## src/rtl/dm_arb_pkg.sv

```systemverilog
// Shared constants for the data-memory arbiter: FSM state codes, port indices, default widths.
package dm_arb_pkg;

  localparam int unsigned AW_DEF = 10;
  localparam int unsigned DW_DEF = 32;

  // FSM state codes
  localparam logic [0:0] ST_IDLE   = 1'b0;
  localparam logic [0:0] ST_BURST1 = 1'b1;

  // Port indices into the grant vector
  localparam int unsigned P_CPU = 0;
  localparam int unsigned P_DMA = 1;

endpackage

```

## src/rtl/rr_pick2.sv

```systemverilog
// Two-way round-robin picker: a lone request wins; on a tie, ptr selects the winner.
module rr_pick2 (
  input  logic [1:0] req,
  input  logic       ptr,
  output logic [1:0] gnt_c
);

  // Onehot winner selection
  always_comb begin
    gnt_c = req;
    if (req == 2'b11) begin
      gnt_c = ptr ? 2'b10 : 2'b01;
    end
  end

endmodule

```

## src/rtl/dm_arbiter.sv

```systemverilog
// Data-memory arbiter: shares one single-port DM between the CPU (port 0) and the
// DMA/debug loader (port 1). Grants are zero-latency; load data returns one cycle later.
// Port 1 may hold the memory for bursts of up to MAX_BURST beats.
// Optional build macro DM_ARB_CPU_PRIORITY_EN: CPU wins every tie and preempts bursts.
module dm_arbiter
  import dm_arb_pkg::*;
#(
  parameter int unsigned AW        = AW_DEF,
  parameter int unsigned DW        = DW_DEF,
  parameter int unsigned MAX_BURST = 4
) (
  input  logic          Clk,
  input  logic          Reset,
  input  logic          p0_req,
  input  logic          p0_we,
  input  logic [AW-1:0] p0_addr,
  input  logic [DW-1:0] p0_wdata,
  output logic          p0_gnt,
  output logic          p0_rvalid,
  output logic [DW-1:0] p0_rdata,
  input  logic          p1_req,
  input  logic          p1_we,
  input  logic [AW-1:0] p1_addr,
  input  logic [DW-1:0] p1_wdata,
  input  logic          p1_last,
  output logic          p1_gnt,
  output logic          p1_rvalid,
  output logic [DW-1:0] p1_rdata,
  output logic [AW-1:0] dm_A,
  output logic [DW-1:0] dm_D,
  output logic          dm_Memwrite,
  output logic          dm_Memtoreg,
  input  logic [DW-1:0] dm_out
);

  localparam int unsigned BCW = $clog2(MAX_BURST + 1);

  logic [0:0]     state_q, state_d;
  logic           rr_ptr_q, rr_ptr_d;
  logic [BCW-1:0] beat_q, beat_d;
  logic [1:0]     rr_gnt;
  logic [1:0]     gnt;
  logic [BCW-1:0] beat_inc;

  assign beat_inc = beat_q + BCW'(1);

`ifdef DM_ARB_CPU_PRIORITY_EN
  // CPU always wins a tie; the round-robin pointer plays no part
  assign rr_gnt = p0_req ? 2'b01 : {p1_req, 1'b0};
`else
  // Fair tie-break between the two ports
  rr_pick2 u_rr_pick2 (
    .req   ({p1_req, p0_req}),
    .ptr   (rr_ptr_q),
    .gnt_c (rr_gnt)
  );
`endif

  // State, round-robin pointer and beat counter
  always_ff @(posedge Clk or negedge Reset) begin
    if (!Reset) begin
      state_q  <= ST_IDLE;
      rr_ptr_q <= 1'b0;
      beat_q   <= '0;
    end else begin
      state_q  <= state_d;
      rr_ptr_q <= rr_ptr_d;
      beat_q   <= beat_d;
    end
  end

  // Next-state and grant decode; nothing is granted while Reset is asserted
  always_comb begin
    state_d  = state_q;
    rr_ptr_d = rr_ptr_q;
    beat_d   = beat_q;
    gnt      = 2'b00;
    if (Reset) begin
      case (state_q)
        ST_IDLE: begin
          gnt = rr_gnt;
          if (gnt[P_CPU]) begin
            rr_ptr_d = 1'b1;
          end
          if (gnt[P_DMA]) begin
            rr_ptr_d = 1'b0;
            beat_d   = BCW'(1);
            if (!p1_last && (MAX_BURST > 1)) begin
              state_d = ST_BURST1;
            end
          end
        end
        ST_BURST1: begin
`ifdef DM_ARB_CPU_PRIORITY_EN
          if (p0_req) begin
            gnt      = 2'b01;
            rr_ptr_d = 1'b1;
            state_d  = ST_IDLE;
            beat_d   = '0;
          end else
`endif
          if (p1_req) begin
            gnt    = 2'b10;
            beat_d = beat_inc;
            if (p1_last || (beat_inc == BCW'(MAX_BURST))) begin
              state_d = ST_IDLE;
              beat_d  = '0;
            end
          end else begin
            // Burst abandoned: the CPU may take this idle slot
            state_d = ST_IDLE;
            beat_d  = '0;
            if (p0_req) begin
              gnt      = 2'b01;
              rr_ptr_d = 1'b1;
            end
          end
        end
        default: begin
          state_d = ST_IDLE;
          beat_d  = '0;
        end
      endcase
    end
  end

  assign p0_gnt = gnt[P_CPU];
  assign p1_gnt = gnt[P_DMA];

  // DM pin mux: granted port drives, all zero when idle
  always_comb begin
    dm_A        = '0;
    dm_D        = '0;
    dm_Memwrite = 1'b0;
    dm_Memtoreg = 1'b0;
    if (gnt[P_CPU]) begin
      dm_A        = p0_addr;
      dm_D        = p0_wdata;
      dm_Memwrite = p0_we;
      dm_Memtoreg = ~p0_we;
    end else if (gnt[P_DMA]) begin
      dm_A        = p1_addr;
      dm_D        = p1_wdata;
      dm_Memwrite = p1_we;
      dm_Memtoreg = ~p1_we;
    end
  end

  // Load return path: capture DM data at the grant edge, flag it for one cycle
  always_ff @(posedge Clk or negedge Reset) begin
    if (!Reset) begin
      p0_rvalid <= 1'b0;
      p0_rdata  <= '0;
      p1_rvalid <= 1'b0;
      p1_rdata  <= '0;
    end else begin
      p0_rvalid <= gnt[P_CPU] & ~p0_we;
      p1_rvalid <= gnt[P_DMA] & ~p1_we;
      if (gnt[P_CPU] && !p0_we) begin
        p0_rdata <= dm_out;
      end
      if (gnt[P_DMA] && !p1_we) begin
        p1_rdata <= dm_out;
      end
    end
  end

endmodule

```

## config.mk

```make
export PLATFORM = sky130hd
export DESIGN_NAME = dm_arbiter
export DESIGN_NICKNAME = d
export VERILOG_FILES = /design/src/rtl/dm_arb_pkg.sv /design/src/rtl/rr_pick2.sv /design/src/rtl/dm_arbiter.sv
export SDC_FILE = /design/constraint.sdc
export NUM_CORES = 1
export LEC_CHECK = 0
export ABC_CLOCK_PERIOD_IN_PS = 2900
export CAP_MARGIN = 0
export CORE_ASPECT_RATIO = 1.4
export CORE_MARGIN = 5
export CORE_UTILIZATION = 35
export CTS_BUF_LIST = sky130_fd_sc_hd__clkbuf_16
export DETAILED_ROUTE_END_ITERATION = 10
export GPL_TIMING_DRIVEN = 0
export PLACE_DENSITY = 0.84
export SLEW_MARGIN = 20
export SYNTH_ARGS = -nofsm -noshare
export SYNTH_HDL_FRONTEND = slang
export SYNTH_SLANG_ARGS = --single-unit
```

## constraint.sdc

```tcl
create_clock -name Clk -period 2.9 [get_ports Clk]
set_input_delay 0.87 -clock Clk [delete_from_list [all_inputs] [get_ports Clk]]
set_output_delay 0.87 -clock Clk [all_outputs]
set_load 0.005 [all_outputs]
```

==> results.yml, run 1 <==
status:
  outcome: "finished clean"
hold_path:
  hp-class: "primary input to async pin"
synth:
  yosysSeqAreaShare: 0.537
  synth_seq_cells: 71
  syn_area_per_cell_um2: 14.3
  synth_area_mm2: 0.00331
  post_synth_num_cell_types: 27
  synth_top_area_frac: 0.537
  ys_warn_count: 0
  yosys-top-cells-count: "71 x dfrtp_1, 44 x a22o_1, 36 x mux2_2, 28 x mux2_4, 8 x clkbuf_1"
  yosysTopAreaCell: "dfrtp_1"
  synth.most_common_cell: "dfrtp_1"
  synth_async_sr_flop_share: 1.00
  synth_edf_count: 0
  synth_nets: 356
  synth_ff_type: "dfrtp_1"
  ys_top_cells_by_area: "dfrtp_1 54%, mux2_4 13%, mux2_2 12%"
  syn_inst: 231
global_route:
  grt_pass1_vias: 3496
  top_usage_layer: "met2"
  grt_pass1_wl_mm: 20.5
  grt_max_degree: 52
  grt_util_met3: 0.115
  use_met1: 0.295
  grt.met2_usage: 0.374
  antenna_found_initial: 8
  gr-total-overflow: 0
  grt_usage: 0.245
timing:
  setup_viol: 0
  drv_slew: 0
  slew_headroom: 0.722
  clock_skew_ps: 4.68
  hold_violations: 0
  period_share: 0.999
  finalSetupTns_ps: 0
  rsz0062_at_grt: "yes"
  fin_crit_ps: 2900
  tightest_slew_ps: 413
  fmax_ghz: 0.345
clock_network:
  cts.htree.levels: 3
  clock_sinks: 71
  clk_latency_ps: 330
  ctsHoldBuffers: 0
  cts-root-buf: "clkbuf_16"
  cts_buffer_depth: 2
  cts_buffers: 9
  cts_tree: "built"
  clkTransAtPathRegs_ps: 60
finish:
  fin_cells: 615
  drive_gt1_frac: 0.299
  fillers: 713
  nets: 618
  area_growth_pct: 92.2
drt:
  drt_wl_total_mm: 14.4
  drc_errors: 0
  drt_iter0_markers: 74
  vias: 3211
  wl_per_cell_um: 23.4
  via_per_inst: 5.22
  dr.pass1.iters: 4
  final_antenna_net_count: 0
setup_path:
  r2r-end: "p0_rdata[19]"
  critPathLaunchType: "primary input"
  cp-end-kind: "output port"
  required_ps: 2030
  r2r_start: "rr_ptr_q"
  crit_chain: "buf_6, nor2b_4, a21oi_4, buf_4, clkbuf_8, a22o_1, dlygate4sd2_1"
  criticalPathCategory: "primary input to output port"
  cp.arrival_ps: 2030
  critPathMaxStageDelay_ps: 280
  reg2reg_slack_ps: 710
  cp_slowest_cell: "a21oi_4"
  reg2reg_depth: 8
  worstPathMaxFanout: 6
power:
  vdd_drop_max_v: 0.000281
  pwr_density_cell_mw_per_mm2: 706
  leakagePower_nw: 2.82
placed_design:
  hpwlAfterDp_mm: 11.2
  gp_congestion: 0.858
  io_buffer_count: 234
  post-place-cells: 576
die:
  start_util: 0.354
  dieArea_mm2: 0.0115
  core-area_mm2: 0.00935
  fp-row-count: 42
  die_h_um: 125
  die_w_um: 92.2
  ios: 235
flow_run:
  cap_violations: 0
worst max-delay path, delay by kind of cell:
| family | cells | cell delay, ps |
|---|---|---|
| AO/OA/AOI/OAI | 2 | 390 |
| buffers and inverters | 4 | 630 |
| AND/OR/NAND/NOR | 1 | 130 |
sequential cells by signal, indices dropped and copies added, names as in the netlist:
| register | cells |
|---|---|
| p1_rdata | 32 |
| state_q | 1 |
| rr_ptr_q | 1 |
| beat_q | 3 |
| p1_rvalid | 1 |
| p0_rdata | 32 |
| p0_rvalid | 1 |
per-stage QoR:
stage	cell area (µm²)	util	hold WS [ps]	setup WS [ps]	total power [mW]
after floorplan	3310	-	498	176	2.04
after CTS	6380	0.682	320	-43.5	4.53
final	6360	0.680	332	1.62	4.49
after global routing	6340	0.678	324	-47.8	4.68
after global placement	5790	0.619	490	-3780	3.05
after detailed placement	5810	0.621	494	-1060	3.11
what timing repair did:
action | in CTS | in global routing
resized for setup | 150 | 31
pin swaps | 6 | 3
setup endpoints to repair | 46 | 36
buffers inserted | 11 | 1
gates cloned | 6 | 0
routing by layer:
layer / vias up / routed length, µm
met3: 45 / 1790
met1: 1529 / 5790
met2: 225 / 6180
li1: 1400 / -
met5: - / 73
met4: 12 / 541
area by class of cell:
| class | instances | area, µm² | share of cell area |
|---|---|---|---|
| well taps | 110 | 138 | 0.0216 |
| clock inverters | 7 | 143 | 0.0224 |
| inverters | 2 | 7.51 | 0.00118 |
| plain buffers | 16 | 196 | 0.0309 |
| repair buffers | 252 | 2430 | 0.382 |
| diodes | 7 | 17.5 | 0.00275 |
| flip-flops and latches | 71 | 1780 | 0.279 |
| clock buffers | 9 | 225 | 0.0354 |
| multi-input cells | 141 | 1420 | 0.224 |
cell families (layout without fill, tap and decap cells):
| kind of cell | count (synthesis) | in the layout | synth area share |
|---|---|---|---|
| DFF | 71 | 71 | 0.537 |
| and+or+nand+nor | 17 | 17 | 0.0269 |
| other | 0 | 7 | 0 |
| muxes | 64 | 64 | 0.250 |
| adders and majority gates | 2 | 2 | 0.00756 |
| buffers and inverters | 19 | 286 | 0.0348 |
| AOI/OAI and AO/OA | 57 | 57 | 0.141 |
| xor gates and xnor gates | 1 | 1 | 0.00265 |
worst max-delay path by stage:
stage | startpoint | endpoint | slack [ps]
global route | p0_req | dm_Memwrite | -50
finish | p0_req | dm_Memwrite | 2
global placement | Reset | dm_Memtoreg | -3780
detailed placement | p1_req | dm_Memtoreg | -1060
CTS | p0_req | dm_D[27] | -40
floorplan | p1_req | dm_Memtoreg | 180
cells in the final DEF (no fill, tap or decap), types with 2 or more instances in the layout:
| cell | Yosys | final |
|---|---|---|
| clkbuf_8 | 0 | 9 |
| a22o_1 | 44 | 44 |
| o21ai_0 | 4 | 4 |
| inv_1 | 2 | 2 |
| clkdlybuf4s15_1 | 0 | 13 |
| clkbuf_2 | 0 | 17 |
| buf_4 | 3 | 11 |
| a21oi_1 | 5 | 5 |
| nor2_1 | 2 | 2 |
| nand2_1 | 5 | 4 |
| buf_16 | 0 | 2 |
| diode_2 | 0 | 7 |
| buf_2 | 2 | 13 |
| buf_8 | 0 | 2 |
| clkbuf_16 | 0 | 10 |
| dfrtp_1 | 71 | 71 |
| mux2_4 | 28 | 28 |
| inv_6 | 0 | 2 |
| dlygate4sd2_1 | 0 | 5 |
| clkdlybuf4s50_1 | 0 | 184 |
| buf_6 | 4 | 9 |
| bufinv_16 | 0 | 4 |
| ha_1 | 2 | 2 |
| nor2b_1 | 2 | 2 |
| mux2_2 | 36 | 36 |
| nand3_1 | 2 | 2 |
report_power, final:
part | leakage (nW) | total (mW) | internal [mW] | switching (mW)
sequential | 0.846 | 1.49 | 1.30 | 0.191
combinational | 1.80 | 1.63 | 1.13 | 0.498
clock | 0.180 | 1.36 | 0.931 | 0.430
Note: power is estimated with default switching activity, not from simulation.
==> run 2: changes to the inputs <==
--- a/config.mk
+++ b/config.mk
@@ -13,7 +13,7 @@
 export CTS_BUF_LIST = sky130_fd_sc_hd__clkbuf_16
 export DETAILED_ROUTE_END_ITERATION = 10
 export GPL_TIMING_DRIVEN = 0
-export PLACE_DENSITY = 0.84
+export PLACE_DENSITY = 0.9
 export SLEW_MARGIN = 20
 export SYNTH_ARGS = -nofsm -noshare
 export SYNTH_HDL_FRONTEND = slang
==> run 2 against run 1 <==
Effect of this change:
- critical path depth increased by 2
- count of clock-buffer cells in the layout did not move
- wire length is 1.3% higher
- die area did not move
- global-route usage is 0.94 points higher
- non-clock buffer count shrank 3
- utilization shrank 0.60 points
- cell count decreased by 0.81%
- clock skew decreased by 1.5 ps
- clock power fell by 15%
- largest cell class unchanged
- largest power group unchanged
==> results.yml, run 2 (synthesis results as in run 1) <==
status:
  outcome: "finished clean"
setup_path:
  reg2reg_slack_ps: 650
  startpoint: "p0_req"
  r2r-end: "p0_rdata[10]"
  worstSetupEndpoint: "dm_Memtoreg"
  worstPathMaxFanout: 4
  r2r_start: "rr_ptr_q"
  cp.arrival_ps: 2000
  cp-end-kind: "output port"
  critPathLaunchType: "primary input"
  reg2reg_depth: 9
  required_ps: 2030
  criticalPathCategory: "primary input to output port"
clock_network:
  cts-root-buf: "clkbuf_16"
  cts_buffer_depth: 2
  cts_tree: "built"
  cts.htree.levels: 3
  clock_sinks: 71
  clk_latency_ps: 330
  ctsHoldBuffers: 0
  clkTransAtPathRegs_ps: 50
  cts_buffers: 9
die:
  die_w_um: 92.2
  core-area_mm2: 0.00935
  fp-row-count: 42
  dieArea_mm2: 0.0115
  die_h_um: 125
  ios: 235
  start_util: 0.354
power:
  seqPwrFrac: 0.351
  p_int_mw: 3.19
  vdd_drop_max_v: 0.000313
  switchingPower_mw: 1.12
  p_sw_frac: 0.259
  pwr_density_cell_mw_per_mm2: 682
  leakagePower_nw: 2.82
  pwr-share-comb: 0.380
  clockPowerShare: 0.270
finish:
  final_cell_mix: "185 x clkdlybuf4s50_1, 71 x dfrtp_1, 44 x a22o_1, 36 x mux2_2, 28 x mux2_4"
  nets: 615
  fin_util: 0.674
  layout_commonest_cell: "clkdlybuf4s50_1"
  area_growth_pct: 90.5
  reg_top3: "p0_rdata (32), p1_rdata (32), beat_q (3)"
  fillers: 697
  final_cell_area_mm2: 0.00630
  drive_gt1_frac: 0.281
drt:
  wl_per_cell_um: 23.9
  drt_iter0_markers: 96
  drc_errors: 0
  final_antenna_net_count: 0
  drt_wl_total_mm: 14.6
  dr.pass1.iters: 4
  via_per_inst: 5.18
  vias: 3160
flow_run:
  cap_violations: 0
global_route:
  grt_pass1_vias: 3368
  grt_pass1_wl_mm: 21.4
  gr-total-overflow: 0
  grt_max_degree: 55
  antenna_found_initial: 13
  grt_usage: 0.254
timing:
  fin_crit_ps: 2870
  fmax_ghz: 0.348
  slew_headroom: 0.716
  setup_ws_ps: 25.3
  rsz0062_at_grt: "yes"
  tightest_slew_ps: 422
  finalSetupTns_ps: 0
  setup_viol: 0
  drv_slew: 0
  clock_skew_ps: 3.20
  hold_violations: 0
  period_share: 0.991
placed_design:
  hpwlAfterDp_mm: 11.2
  gp_congestion: 0.839
  dp_slack_ps: -1060
  io_buffer_count: 234
  post_dp_cell_area_mm2: 0.00581
hold_path:
  hp-class: "primary input to async pin"
run 2: cell count changes in the layout (fill, tap and decap cells not counted), sizes merged, moves of 2 or more:
cell,delta
dlygate4sd2,+17
clkinv,+2
buf,+2
bufinv,-2
diode,-2
clkbuf,-12
clkdlybuf4s15,-10
run 2: critical path, stage by stage:
cell      delay, ps
buf_6            80
nor2b_4         160
a21oi_4          90
buf_6           130
nor2b_1         110
buf_4           140
buf_8           110
or2_1           200
clkbuf_2        110
run 2: final cells by class:
class                           instances  area, µm²  area share
Antenna cell                            5       12.5     0.00198
Buffer                                 15        196      0.0312
Clock buffer                            9        225      0.0357
Clock inverter                          7       88.8      0.0141
Inverter                                2       7.51     0.00119
Multi-Input combinational cell        141       1430       0.227
Sequential cell                        71       1780       0.282
Tap cell                              110        138      0.0218
Timing Repair Buffer                  250       2430       0.385
run 2: worst min-delay path by stage:
| stage | from | endpoint | slack [ps] |
|---|---|---|---|
| 2_1_floorplan | beat_q[2] | beat_q[2] | 500 |
| 3_3_place_gp | p1_rdata[27] | p1_rdata[27] | 490 |
| 3_5_place_dp | p1_rdata[12] | p1_rdata[12] | 490 |
| 4_1_cts | Reset | p1_rdata[8] | 320 |
| 5_1_grt | Reset | p1_rdata[8] | 320 |
| 6_report | Reset | p1_rdata[8] | 330 |
run 2: routing by layer:
metal / GRT usage / routed length (µm)
met1: 0.318 / 5920
met2: 0.379 / 6210
met3: 0.144 / 1990
met4: 0.0682 / 295
met5: 0 / 143
run 2: stage by stage:
step,instances,total power [mW],hold slack [ps]
global route,606,4.51,319
detailed placement,576,3.12,495
CTS,606,4.33,318
finish,610,4.30,327
floorplan,231,2.04,498
global placement,575,3.05,489
run 2: power by group through the flow:
stage / registers, mW / logic [mW] / clock network [mW]
finish: 1.51 / 1.63 / 1.16
global route: 1.55 / 1.74 / 1.23
CTS: 1.50 / 1.65 / 1.18
detailed placement: 1.51 / 1.61 / 0
global placement: 1.48 / 1.56 / 0
floorplan: 1.50 / 0.531 / 0
run 2: what timing repair did:
item	4_1_cts	5_1_grt
setup buffers	14	0
pin swaps	4	3
cloned	2	0
gates resized for setup	136	20
endpoints found under the setup margin	46	26
endpoints found under the hold margin	0	0
